[src/rtl/dmem_port_arbiter.sv]
// dmem_port_arbiter: shares the single-port data BRAM between the core
// memory stage and an auxiliary requester (loader / DMA).
//
// Ports:
//   i_clk, i_rst         clock, synchronous active-high reset
//   i_core_*             core request, byte address, store data, byte enables
//   o_core_stall         core request not granted this cycle
//   o_core_rdata/rvalid  core read return (one cycle after grant)
//   i_aux_*              auxiliary request, address, store data, byte enables
//   o_aux_gnt            auxiliary request accepted this cycle
//   o_aux_rdata/rvalid   auxiliary read return (one cycle after grant)
//   o_mem_*              BRAM port driven by the winner
//   i_mem_rdata          BRAM read data, one cycle after o_mem_en
//   o_conflict_cnt       saturating count of both-request cycles
module dmem_port_arbiter #(
   parameter int XLEN   = 32,
   parameter int ADDR_W = 14
) (
   input  logic              i_clk,
   input  logic              i_rst,
   input  logic              i_core_req,
   input  logic [XLEN-1:0]   i_core_adr,
   input  logic [XLEN-1:0]   i_core_wdata,
   input  logic [3:0]        i_core_wea,
   output logic              o_core_stall,
   output logic [XLEN-1:0]   o_core_rdata,
   output logic              o_core_rvalid,
   input  logic              i_aux_req,
   input  logic [XLEN-1:0]   i_aux_adr,
   input  logic [XLEN-1:0]   i_aux_wdata,
   input  logic [3:0]        i_aux_wea,
   output logic              o_aux_gnt,
   output logic [XLEN-1:0]   o_aux_rdata,
   output logic              o_aux_rvalid,
   output logic              o_mem_en,
   output logic [ADDR_W-1:0] o_mem_addr,
   output logic [XLEN-1:0]   o_mem_wdata,
   output logic [3:0]        o_mem_wea,
   input  logic [XLEN-1:0]   i_mem_rdata,
   output logic [31:0]       o_conflict_cnt
);

   // 0: core preferred on the next conflict, 1: aux preferred
   logic        r_prio;
   logic        r_rd_core;
   logic        r_rd_aux;
   logic [31:0] r_conflict_cnt;

   logic w_both;
   logic w_core_win;
   logic w_aux_win;
   logic w_unused;

   assign w_both = i_core_req & i_aux_req & ~i_rst;

   always_comb begin
      w_core_win = 1'b0;
      w_aux_win  = 1'b0;
      if (!i_rst) begin
         priority case (1'b1)
            w_both: begin
               w_core_win = ~r_prio;
               w_aux_win  = r_prio;
            end
            i_core_req: w_core_win = 1'b1;
            i_aux_req:  w_aux_win  = 1'b1;
            default: begin
               w_core_win = 1'b0;
               w_aux_win  = 1'b0;
            end
         endcase
      end
   end

   always_comb begin
      o_mem_en    = w_core_win | w_aux_win;
      o_mem_addr  = '0;
      o_mem_wdata = '0;
      o_mem_wea   = 4'b0000;
      if (w_core_win) begin
         o_mem_addr  = i_core_adr[ADDR_W+1:2];
         o_mem_wdata = i_core_wdata;
         o_mem_wea   = i_core_wea;
      end else if (w_aux_win) begin
         o_mem_addr  = i_aux_adr[ADDR_W+1:2];
         o_mem_wdata = i_aux_wdata;
         o_mem_wea   = i_aux_wea;
      end
   end

   assign o_core_stall = i_core_req & ~w_core_win & ~i_rst;
   assign o_aux_gnt    = w_aux_win;

   // Both sides see the BRAM output; the valid tag says whose it is.
   // Gating with i_rst drops a read granted just before reset.
   assign o_core_rdata  = i_mem_rdata;
   assign o_aux_rdata   = i_mem_rdata;
   assign o_core_rvalid = r_rd_core & ~i_rst;
   assign o_aux_rvalid  = r_rd_aux & ~i_rst;

   assign o_conflict_cnt = r_conflict_cnt;

   always_ff @(posedge i_clk) begin
      if (i_rst) begin
         r_prio         <= 1'b0;
         r_rd_core      <= 1'b0;
         r_rd_aux       <= 1'b0;
         r_conflict_cnt <= '0;
      end else begin
         r_rd_core <= w_core_win & (i_core_wea == 4'b0000);
         r_rd_aux  <= w_aux_win & (i_aux_wea == 4'b0000);
         // Round-robin: after a conflict, point at the loser
         if (w_both) begin
            r_prio <= w_core_win;
            if (r_conflict_cnt != 32'hFFFF_FFFF)
               r_conflict_cnt <= r_conflict_cnt + 32'd1;
         end
      end
   end

   // Address bits outside the word index are intentionally ignored
   assign w_unused = ^{i_core_adr[XLEN-1:ADDR_W+2], i_core_adr[1:0],
                       i_aux_adr[XLEN-1:ADDR_W+2], i_aux_adr[1:0]};

endmodule
[config.mk]
export PLATFORM = sky130hd
export DESIGN_NAME = dmem_port_arbiter
export DESIGN_NICKNAME = d
export VERILOG_FILES = /design/src/rtl/dmem_port_arbiter.sv
export SDC_FILE = /design/constraint.sdc
export NUM_CORES = 1
export LEC_CHECK = 0
export ABC_AREA = 1
export BUFFER_PORTS_ARGS = -buffer_cell sky130_fd_sc_hd__buf_2
export CAP_MARGIN = 40
export CORE_AREA = 4 4 122 124
export CTS_BUF_LIST = sky130_fd_sc_hd__clkbuf_8
export DETAILED_ROUTE_END_ITERATION = 10
export DIE_AREA = 0 0 126 128
export PLACE_DENSITY = 0.56
export SETUP_SLACK_MARGIN = 0.02
export SLEW_MARGIN = 10
export SYNTH_ARGS = -nofsm -noshare
export SYNTH_HDL_FRONTEND = slang
export SYNTH_SLANG_ARGS = --single-unit
[constraint.sdc]
create_clock -name i_clk -period 2.7 [get_ports i_clk]
set_clock_uncertainty 0.15 [all_clocks]
set_input_delay 0.81 -clock i_clk [delete_from_list [all_inputs] [get_ports i_clk]]
set_output_delay 0.81 -clock i_clk [all_outputs]
set_load 0.05 [all_outputs]
* Word-level counts from Yosys, hierarchy flattened
Cells that the tools add are included.
Word-level totals: latch bits 0, ROM bits 0, output and inout port bits 151, word-level logic and storage cells 34, memories kept 0, memory bits (writable) 0, register bits 35, input port bits 172
Operators by class: equality and inequality tests 1, reductions and logical operators 3, divide/modulo/power cells 0, add/sub/neg operators 1, magnitude comparators 0, mux-type cells 13, multipliers 0, bitwise logic cells 12, shifts and indexed selects 0
Operators by type and width (count):
- 2-to-1 mux 32 bit | 2
- adder 32 x 1 -> 32 bit (second input constant) | 1
- inequality test 32 bit (second input constant) | 1
- 2-to-1 mux 14 bit | 2
- bitwise AND 1 bit | 8
- zero test 4 bit | 2
- 2-to-1 mux 4 bit | 2
- 2-to-1 mux 1 bit | 7
- NOT 1 bit | 3
- AND reduction 2 bit | 1
- bitwise OR 1 bit | 1

* Depth between registers and ports, before layout
Gate-level depths: netlist (run 1).
depth in word-level cells 7, depth in mapped cells 11, gate-level depth less buffers 10

* Least setup slack after synthesis (run 1)
OpenSTA, ideal clock, no wires.
path kind input -> output, start point input i_rst, end point output o_mem_wea[2], data required time 1.740 ns, buffers on the path 2, stages on the path 8, path slack -1.117 ns, arrival 2.857 ns, cell sequence buf_2 inv_2 nand3_4 nor2_1 nor2_1 buf_2 nand2_1 o21ai_0
Between the ends: cells in the longest elaborated chain, start to end 6, elaborated cells between the ends (all ways) 8, those cells by class 6 x mux; 2 x bitwise
Ends and longest elaborated chain:
- start, declared | RTL line 20 | input logic i_rst,
- NOT 1 bit | RTL line 54 | assign w_both = i_core_req & i_aux_req & ~i_rst;
- bitwise AND 1 bit | RTL line 54
- 2-to-1 mux 1 bit | RTL line 60 | priority case (1'b1)
- 2-to-1 mux 1 bit | RTL line 59 | if (!i_rst) begin
- 2-to-1 mux 4 bit | RTL line 84 | end else if (w_aux_win) begin
- 2-to-1 mux 4 bit * | RTL line 80 | if (w_core_win) begin
- end, declared | RTL line 38 | output logic [3:0] o_mem_wea,
Mark *: on every way between the ends. The rest lies on a longest branch, timed or not.

* Worst setup path after layout (run 1)
start point input i_rst, end point output o_mem_addr[13]
Between the ends: cells in the longest elaborated chain, start to end 6, elaborated cells between the ends (all ways) 8, those cells by class 6 x mux; 2 x bitwise
Ends and longest elaborated chain:
- NOT 1 bit | RTL line 54
- bitwise AND 1 bit | RTL line 54
- 2-to-1 mux 1 bit | RTL line 60
- 2-to-1 mux 1 bit | RTL line 59
- 2-to-1 mux 14 bit | RTL line 84
- 2-to-1 mux 14 bit * | RTL line 80
- end, declared | RTL line 36 | output logic [ADDR_W-1:0] o_mem_addr,
Marked as above.

==> results.yml, run 1 <==
run_status:
  status: "complete, but fails checks"
  violations: "setup timing"
timing:
  fin_ws_ns: -0.0725
  rsz0062_at_grt: "yes"
  finalCritPeriodShare_pct: 103
  drv_slew: 0
  slew_headroom_pct: 71.5
  hold_violations: 0
  worstMarginPinSlew_ns: 0.426
  hold_ws_ns: 0.347
  max_freq_mhz: 361
  finalSetupViolCount: 42
  period_needed_ns: 2.77
logic_synthesis:
  syn_area_per_cell_um2: 6.53
  synth.distinct_cells: 27
  yosys.area.top_type: "dfxtp_1"
  synth_top_area_share_pct: 22.3
  synth_warnings: 0
  syn_nets: 655
  ys_seq_area_share_pct: 22.3
  synth_area_um2: 3150
  synthTopCellsByArea: "dfxtp_1 22%, buf_4 15%, a22o_1 13%"
  synth_seq_cells: 35
  synth_cells: 482
worst_setup_path:
  cp-start-kind: "input pin"
  reg2reg_from: "o_conflict_cnt[0]"
  worstSetupPathType: "input pin to primary output"
  rr_endpoint: "o_conflict_cnt[17]"
  ff2ff_setup_slack_ns: 0.51
  cp_max_fo: 42
  end_kind: "primary output"
  crit_path_start: "i_rst"
  ff2ff_path_depth: 9
  critical_path_arrival_ns: 1.81
  cp.required_ns: 1.74
cts:
  cts-root-buf: "clkbuf_8"
  numCtsBuffers: 5
  clkSinkCount: 35
  cts.clk_slew.worst_paths_ns: 0.07
  hold_buffers: 0
  htree_levels: 2
  worstSkewPairLatency_ns: 0.29
  cts_buffer_depth: 2
  cts_tree: "yes"
route:
  num_vias: 3579
  drtAntennaViolNets: 0
  via_per_inst: 4.50
  totalWireLength_um: 11700
  post_drt_wl_per_cell_um: 14.8
  route.detailed.drc: 0
  dr.pass1.iters: 4
  drt_iter0_markers: 149
power_and_ir_drop:
  peakVddDrop_v: 0.000149
  power.density_nw_per_um2: 319
  power.leakage_nw: 2.22
grt:
  grt_pass1_vias: 3457
  grt_start_max_net_pins: 43
  grt_pass1_wl_um: 18000
  antenna_found_initial: 1
  grtUsageTotal_pct: 13.6
  grt-ovfl-total: 0
placed_design:
  dp_hpwl_um: 9500
  place_inst: 783
  dp_worst_setup_slack_ns: -0.215
  gp_congestion: 0.851
  port_buffers: 190
  placed_area_um2: 4130
layout:
  final_area_um2: 4700
  diodes: 0
  final_cell_mix: "137 x buf_2, 85 x nand2_1, 76 x nor2_1"
  fin_cells: 796
  fin_nets: 789
  final_common_cell: "buf_2"
  nFillCells: 1538
  area_delta_synth_final_pct: 49.2
  drive_above_1_share_pct: 47.7
floorplan:
  die_h_um: 128
  initial_core_util_pct: 22.9
  fp-row-count: 43
  dieWidth_um: 126
  dieArea_um2: 16100
  io_pins: 323
  core_um2: 13800
hold_path:
  holdCritStartpoint: "o_conflict_cnt[1]"
  min_path_cells: 2
  hp-class: "register to register"
  worstHoldEndpoint: "o_conflict_cnt[1]"
run:
  cap_violations: 0
[report_power, final]
group | switching (mW) | internal (mW)
clock network | 0.192 | 0.200
logic | 0.327 | 0.259
registers | 0.00154 | 0.518
total | 0.521 | 0.977
[cell usage after synthesis]
cell and count:
nand3b_1 2, nor2_1 78, o21ai_0 4, nand4_1 12, inv_2 3, nor4_1 1, nand3b_4 1, a21oi_1 19
nor3_1 6, nand2_1 88, inv_1 33, nor2_4 2, nand3_4 1, buf_2 11, buf_4 64, ha_1 1
nand2_2 4, nor2_2 7, clkbuf_1 6, a31oi_1 8, xor2_1 2, dfxtp_1 35, nor3_2 1, nand3_1 40
o21ai_1 1, buf_6 4, a22o_1 48
[through the flow]
| step | power, mW | setup TNS, ns | util, % |
|---|---|---|---|
| 2_1_floorplan | 1.10 | -15.53 | - |
| 3_3_place_gp | 1.02 | -8.88 | 30.0 |
| 3_5_place_dp | 1.02 | -8.83 | 30.0 |
| 4_1_cts | 1.51 | -2.84 | 33.7 |
| 5_1_grt | 1.56 | -4.77 | 34.1 |
| 6_report | 1.50 | -2.22 | 34.1 |
[worst max-delay path by stage]
stage / slack (ns) / endpoint / cells after the start
floorplan: -0.32 / o_mem_addr[0] / 7
global placement: -0.22 / o_mem_addr[13] / 8
detailed placement: -0.21 / o_mem_addr[13] / 8
CTS: -0.09 / o_mem_addr[13] / 8
global route: -0.12 / o_mem_addr[13] / 8
finish: -0.07 / o_mem_addr[13] / 8
[state kept, by name, summed over array words and instances, names as in the netlist]
| signal | flops |
|---|---|
| o_conflict_cnt | 32 |
| r_prio | 1 |
| r_rd_aux | 1 |
| r_rd_core | 1 |
[cell families (layout without fill, tap and decap cells)]
family	count (synthesis)	count (layout)	share of synthesized area [%]
flops	35	35	22.3
fa+ha+maj	1	1	0.397
simple gates	243	243	34.6
xor+xnor	2	2	0.557
buf+inv	121	255	23.4
compound gates	80	80	18.8
[critical path: stages]
cell	delay [ns]
buf_12	0.09
inv_8	0.03
nand3_4	0.07
nor2_4	0.04
nor2_4	0.16
buf_12	0.23
a22o_2	0.19
buf_6	0.16
[area by class of cell]
type                       instances  area (µm²)  area share (%)
clock buffer                       6        82.6            1.76
clock inverter                     1        5.00           0.107
inverter                          36         148            3.14
multi-input combinational        326        1890            40.2
sequential                        35         701            14.9
tap                              180         225            4.80
timing repair buffer             212        1650            35.1
[timing repair]
item,CTS,global route
cloned,2,1
setup buffers,2,1
resized for setup,116,8
pin swaps,3,0
endpoints found under the setup margin,50,50
[per-layer routing]
| layer | wire length, µm | global-route usage (%) |
|---|---|---|
| met4 | 222 | 3.28 |
| met5 | 13 | 0 |
| met3 | 1060 | 4.17 |
| met1 | 4290 | 15.4 |
| met2 | 6150 | 25.1 |
Power figures use the tool's default switching activity.
==> inputs of run 2 (changes only) <==
- ABC_AREA: 1 -> unset
- CORE_AREA: 4 4 122 124 -> 4 4 123 125
- DIE_AREA: 0 0 126 128 -> 0 0 127 129
- PLACE_DENSITY: 0.56 -> 0.53
- TNS_END_PERCENT: unset -> 5
==> results.yml, run 2 <==
placed_design:
  port_buffers: 190
  dp_hpwl_um: 9820
  place_inst: 668
  gp_congestion: 0.930
timing:
  drv_slew: 0
  worstMarginPinSlew_ns: 0.487
  max_freq_mhz: 339
  finalCritPeriodShare_pct: 109
  slew_headroom_pct: 67.3
  period_needed_ns: 2.95
  hold_violations: 0
  fin_ws_ns: -0.246
  rsz0062_at_grt: "yes"
  finalSetupViolCount: 51
grt:
  grt_pass1_wl_um: 17900
  grt-ovfl-total: 0
  antenna_found_initial: 0
  grtUsageTotal_pct: 13.7
  grt_pass1_vias: 3285
  grt_start_max_net_pins: 38
worst_setup_path:
  worstSetupPathType: "input pin to primary output"
  cp.required_ns: 1.74
  slowest_stage: "buf_12"
  critPathMostFrequentCell: "buf_12"
  crit_family: "simple AND/OR/NAND/NOR gates"
  cp_max_fo: 25
  critical_path_arrival_ns: 1.99
  crit_chain: "buf_6 > and3b_2 > and2_4 > nor2_4 > buf_12 > a22o_4 > buf_12"
  slowest_delay_ns: 0.23
  cp_num_buf_inv: 3
  end_kind: "primary output"
  cp-start-kind: "input pin"
cts:
  htree_levels: 2
  numCtsBuffers: 5
  hold_buffers: 0
  cts_buffer_depth: 2
  cts.clk_slew.worst_paths_ns: 0.07
  clkSinkCount: 35
  cts_tree: "yes"
  worstSkewPairLatency_ns: 0.28
  post_cts_buffers: 0
  cts-root-buf: "clkbuf_8"
logic_synthesis:
  syn_nets: 512
  synth.mux.area_fraction_pct: 1.90
  yosys.area.top_type: "dfxtp_1"
  synth-xor-area-share_pct: 3.92
  synth.distinct_cells: 48
  synth_warnings: 0
  synth_top_family_by_area: "simple AND/OR/NAND/NOR gates"
  synth_most_common_cell: "buf_4"
  ys_seq_area_share_pct: 24.1
  synthTopCellsByArea: "dfxtp_1 24%, buf_4 17%, a22o_1 15%"
  synth_compound_area_share_pct: 24.3
  ys.flop_type: "dfxtp_1"
  synth_commonest_cells: "64 x buf_4, 50 x a22o_1, 35 x dfxtp_1"
  synth_edf_count: 0
  syn_area_per_cell_um2: 8.57
  yosys.area_share.simple_pct: 25.0
  synth_cells: 339
  async_reset_ff_share_pct: 0
  synth_area_um2: 2900
  synth_fa_ha_area_share_pct: 0.431
  synth_top_area_share_pct: 24.1
  synth_seq_cells: 35
layout:
  fin_nets: 668
  largest_reg_flops: 32
  final_cell_mix: "135 x buf_2, 57 x buf_4, 50 x a22o_4"
  area_delta_synth_final_pct: 65.7
  diodes: 0
  nFillCells: 1471
  final_common_cell: "buf_2"
  drive_above_1_share_pct: 62.6
  fin_cells: 674
route:
  drt_iter0_markers: 105
  num_vias: 3110
  totalWireLength_um: 11500
  route.detailed.drc: 0
  dr.pass1.iters: 4
  via_per_inst: 4.61
  drtAntennaViolNets: 0
  post_drt_wl_per_cell_um: 17.1
run:
  cap_violations: 0
power_and_ir_drop:
  finalPower_mw: 1.50
  power.density_nw_per_um2: 311
  power.leakage_nw: 2.26
  peakVddDrop_v: 0.000170
run_status:
  status: "complete, but fails checks"
  violations: "setup timing"
floorplan:
  dieArea_um2: 16400
  dieWidth_um: 127
  io_pins: 323
  initial_core_util_pct: 20.9
  fp-row-count: 43
  core_um2: 13900
  die_h_um: 129
hold_path:
  hp-class: "register to register"
==> run 2: cell count changes in the layout (fill, tap and decap cells not counted), sizes merged, moves of 6 or more <==
cell and delta:
nor2 -61, nand3 -33, nand2 -78, or4 +12, or3 +6, nor2b +8
inv -31, a31oi -7, xnor2 +8, nor4 +6, buf +18, o31ai +10
==> run 2: worst reg2reg max path, delay by kind of cell, from the launching register on <==
kind            cells  cell delay, ns
simple gates        3            1.03
flops               1            0.44
compound gates      1            0.44
mux                 1            0.31
==> run 2: stage by stage <==
step	setup WS (ns)	setup TNS (ns)	hold WS (ns)	cell area [µm²]	util (%)
final	-0.246	-10.79	0.355	4810	34.7
after global routing	-0.309	-14.32	0.389	4810	34.7
after CTS	-0.263	-11.79	0.360	4800	34.6
after detailed placement	-0.388	-17.52	0.348	4480	32.3
after global placement	-0.366	-16.35	0.338	4480	32.3
after floorplan	-0.314	-15.91	0.358	3420	-
==> run 2: cells by family (layout without fill, tap and decap cells) <==
group	after synthesis	after routing
flip-flops	35	35
buffers and inverters	85	240
adder cells (fa/ha/maj)	1	1
AO/OA/AOI/OAI	87	87
AND/OR/NAND/NOR	113	113
multiplexers	5	5
XOR/XNOR	13	13
==> run 2: report_power, final <==
part	switching [mW]	internal, mW	total (mW)	leakage (nW)
clock network	0.177	0.168	0.345	0.0413
logic	0.343	0.287	0.631	1.93
registers	0.00265	0.518	0.521	0.282
==> run 2: cell type report <==
class,count,area [µm²],area share (%)
flip-flops and latches,35,701,14.6
clock buffers,5,68.8,1.43
multi-input cells,219,2070,43.0
well taps,180,225,4.68
inverters,4,15.0,0.312
repair buffers,230,1730,35.9
clock inverters,1,3.75,0.0780
==> run 2: final timing paths <==
kind / slack, ns / to / depth (start not counted) / start
worst min-delay path: 0.36 / o_conflict_cnt[31] / 2 / o_conflict_cnt[31]
worst max register to register: 0.23 / o_conflict_cnt[11] / 5 / o_conflict_cnt[28]
worst min register to register: 0.36 / o_conflict_cnt[31] / 2 / o_conflict_cnt[31]
worst max-delay path: -0.25 / o_mem_addr[13] / 7 / i_aux_req
==> run 2: routing by layer <==
layer	vias to the layer above	GRT usage [%]	share of wire, %
li1	1514	-	-
met1	1424	14.3	36
met2	145	25.8	53
met3	27	4.73	9.0
met4	0	4.35	2.1
met5	-	0	0
==> run 2: timing repair <==
item / 4_1_cts / 5_1_grt
resized for setup: 79 / 4
setup endpoints to repair: 51 / 52
pin swaps: 4 / 3
==> inputs of run 3 (changes only) <==
- SETUP_SLACK_MARGIN: 0.02 -> 0.5
==> results.yml, run 3 (synthesis results as in run 2) <==
worst_setup_path:
  cp-start-kind: "input pin"
  end_kind: "primary output"
  reg2reg_from: "o_conflict_cnt[0]"
  cp_max_fo: 7
  ff2ff_path_depth: 6
  cp.required_ns: 1.74
  worstSetupPathType: "input pin to primary output"
  critical_path_arrival_ns: 2.04
  crit_path_end: "o_mem_addr[10]"
  crit_path_start: "i_rst"
  rr_endpoint: "o_conflict_cnt[11]"
  ff2ff_setup_slack_ns: 0.50
power_and_ir_drop:
  peakVddDrop_v: 0.000172
  power.leakage_nw: 2.37
  power.density_nw_per_um2: 306
  finalPower_mw: 1.61
floorplan:
  io_pins: 323
  dieWidth_um: 127
  fp-row-count: 43
  die_h_um: 129
  core_um2: 13900
  initial_core_util_pct: 20.9
  dieArea_um2: 16400
layout:
  area_delta_synth_final_pct: 81.3
  final_cell_mix: "132 x buf_2, 50 x a22o_4, 30 x buf_6, 30 x buf_4, 23 x nor2_1"
  final_common_cell: "buf_2"
  drive_above_1_share_pct: 71.6
  fin_nets: 669
  diodes: 0
  largest_reg_flops: 32
  final_area_um2: 5270
route:
  drt_iter0_markers: 84
  route.detailed.drc: 0
  drtAntennaViolNets: 0
  post_drt_wl_per_cell_um: 18.3
  totalWireLength_um: 12400
  num_vias: 3238
  via_per_inst: 4.78
  dr.pass1.iters: 4
grt:
  grt_start_max_net_pins: 40
  grt-ovfl-total: 0
  grtUsageTotal_pct: 14.4
  antenna_found_initial: 0
  grt_pass1_wl_um: 18600
  grt_pass1_vias: 3384
cts:
  cts-root-buf: "clkbuf_8"
  cts.clk_slew.worst_paths_ns: 0.07
  cts_buffer_depth: 2
  numCtsBuffers: 5
  worstSkewPairLatency_ns: 0.29
  clkSinkCount: 35
  htree_levels: 2
  cts_tree: "yes"
timing:
  slew_headroom_pct: 60.1
  hold_ws_ns: 0.324
  rsz0062_at_grt: "yes"
  max_freq_mhz: 334
  finalSetupViolCount: 51
  worstMarginPinSlew_ns: 0.594
  finalCritPeriodShare_pct: 111
  fin_ws_ns: -0.297
  drv_slew: 0
  hold_violations: 0
  period_needed_ns: 3.00
  final.setup.tns_ns: -13.02
run:
  cap_violations: 0
run_status:
  violations: "setup timing"
  status: "complete, but fails checks"
placed_design:
  gp_congestion: 0.906
  dp_hpwl_um: 9570
  placed_area_um2: 4370
  port_buffers: 190
hold_path:
  hp-class: "register to register"
## run 3: changes by cell type in the layout (fill, tap and decap cells not counted), sizes merged
cell    change
clkbuf      +2
buf         +1
## run 3: final cells by class
class | instances | area [µm²]
inverter | 4 | 15.0
fill | 1408 | 8610
clock inverter | 1 | 3.75
clock buffer | 7 | 96.3
tap | 180 | 225
sequential | 35 | 753
multi-input combinational | 219 | 2220
timing repair buffer | 231 | 1950
## run 3: metrics by stage
stage          worst slack (ns)  std cells  utilization [%]
6_report                 -0.297        677             37.9
5_1_grt                  -0.330        677             37.9
4_1_cts                  -0.320        673             36.4
3_5_place_dp             -0.429        657             31.5
3_3_place_gp             -0.411        657             31.5
2_1_floorplan            -0.314        339                -
## run 3: layer usage
metal,up-vias,GRT usage [%],wire (µm)
met1,1510,14.2,4120
met4,0,5.30,489
met2,170,27.1,6540
met5,-,0,0
li1,1521,-,-
met3,37,5.48,1220
## run 3: worst min-delay path by stage
stage / from / endpoint / slack (ns) / depth (start not counted)
2_1_floorplan: r_prio / r_prio / 0.36 / 2
3_3_place_gp: o_conflict_cnt[31] / o_conflict_cnt[31] / 0.34 / 2
3_5_place_dp: o_conflict_cnt[31] / o_conflict_cnt[31] / 0.34 / 2
4_1_cts: o_conflict_cnt[1] / o_conflict_cnt[1] / 0.35 / 2
5_1_grt: o_conflict_cnt[3] / o_conflict_cnt[3] / 0.35 / 1
6_report: o_conflict_cnt[3] / o_conflict_cnt[3] / 0.32 / 1
## run 3: report_power, final
group | leakage (nW) | switching [mW] | total (mW) | internal, mW
combinational | 2.02 | 0.359 | 0.681 | 0.321
clock | 0.0557 | 0.189 | 0.418 | 0.229
sequential | 0.297 | 0.00336 | 0.513 | 0.510
total | 2.37 | 0.552 | 1.61 | 1.06
## run 3: what timing repair did
action | in CTS | in global routing
resized for setup | 135 | 56
hold buffers | 0 | 0
pin swaps | 33 | 44
endpoints found under the hold margin | 0 | 0
gates cloned | 3 | 1
endpoints found under the setup margin | 75 | 82
setup buffers | 5 | 3
## run 3: worst max-delay path, stage by stage
cell,delay (ns)
buf_8,0.10
and3b_2,0.23
and2_4,0.16
nor2_4,0.05
buf_6,0.13
buf_12,0.13
a22o_4,0.25
buf_12,0.15
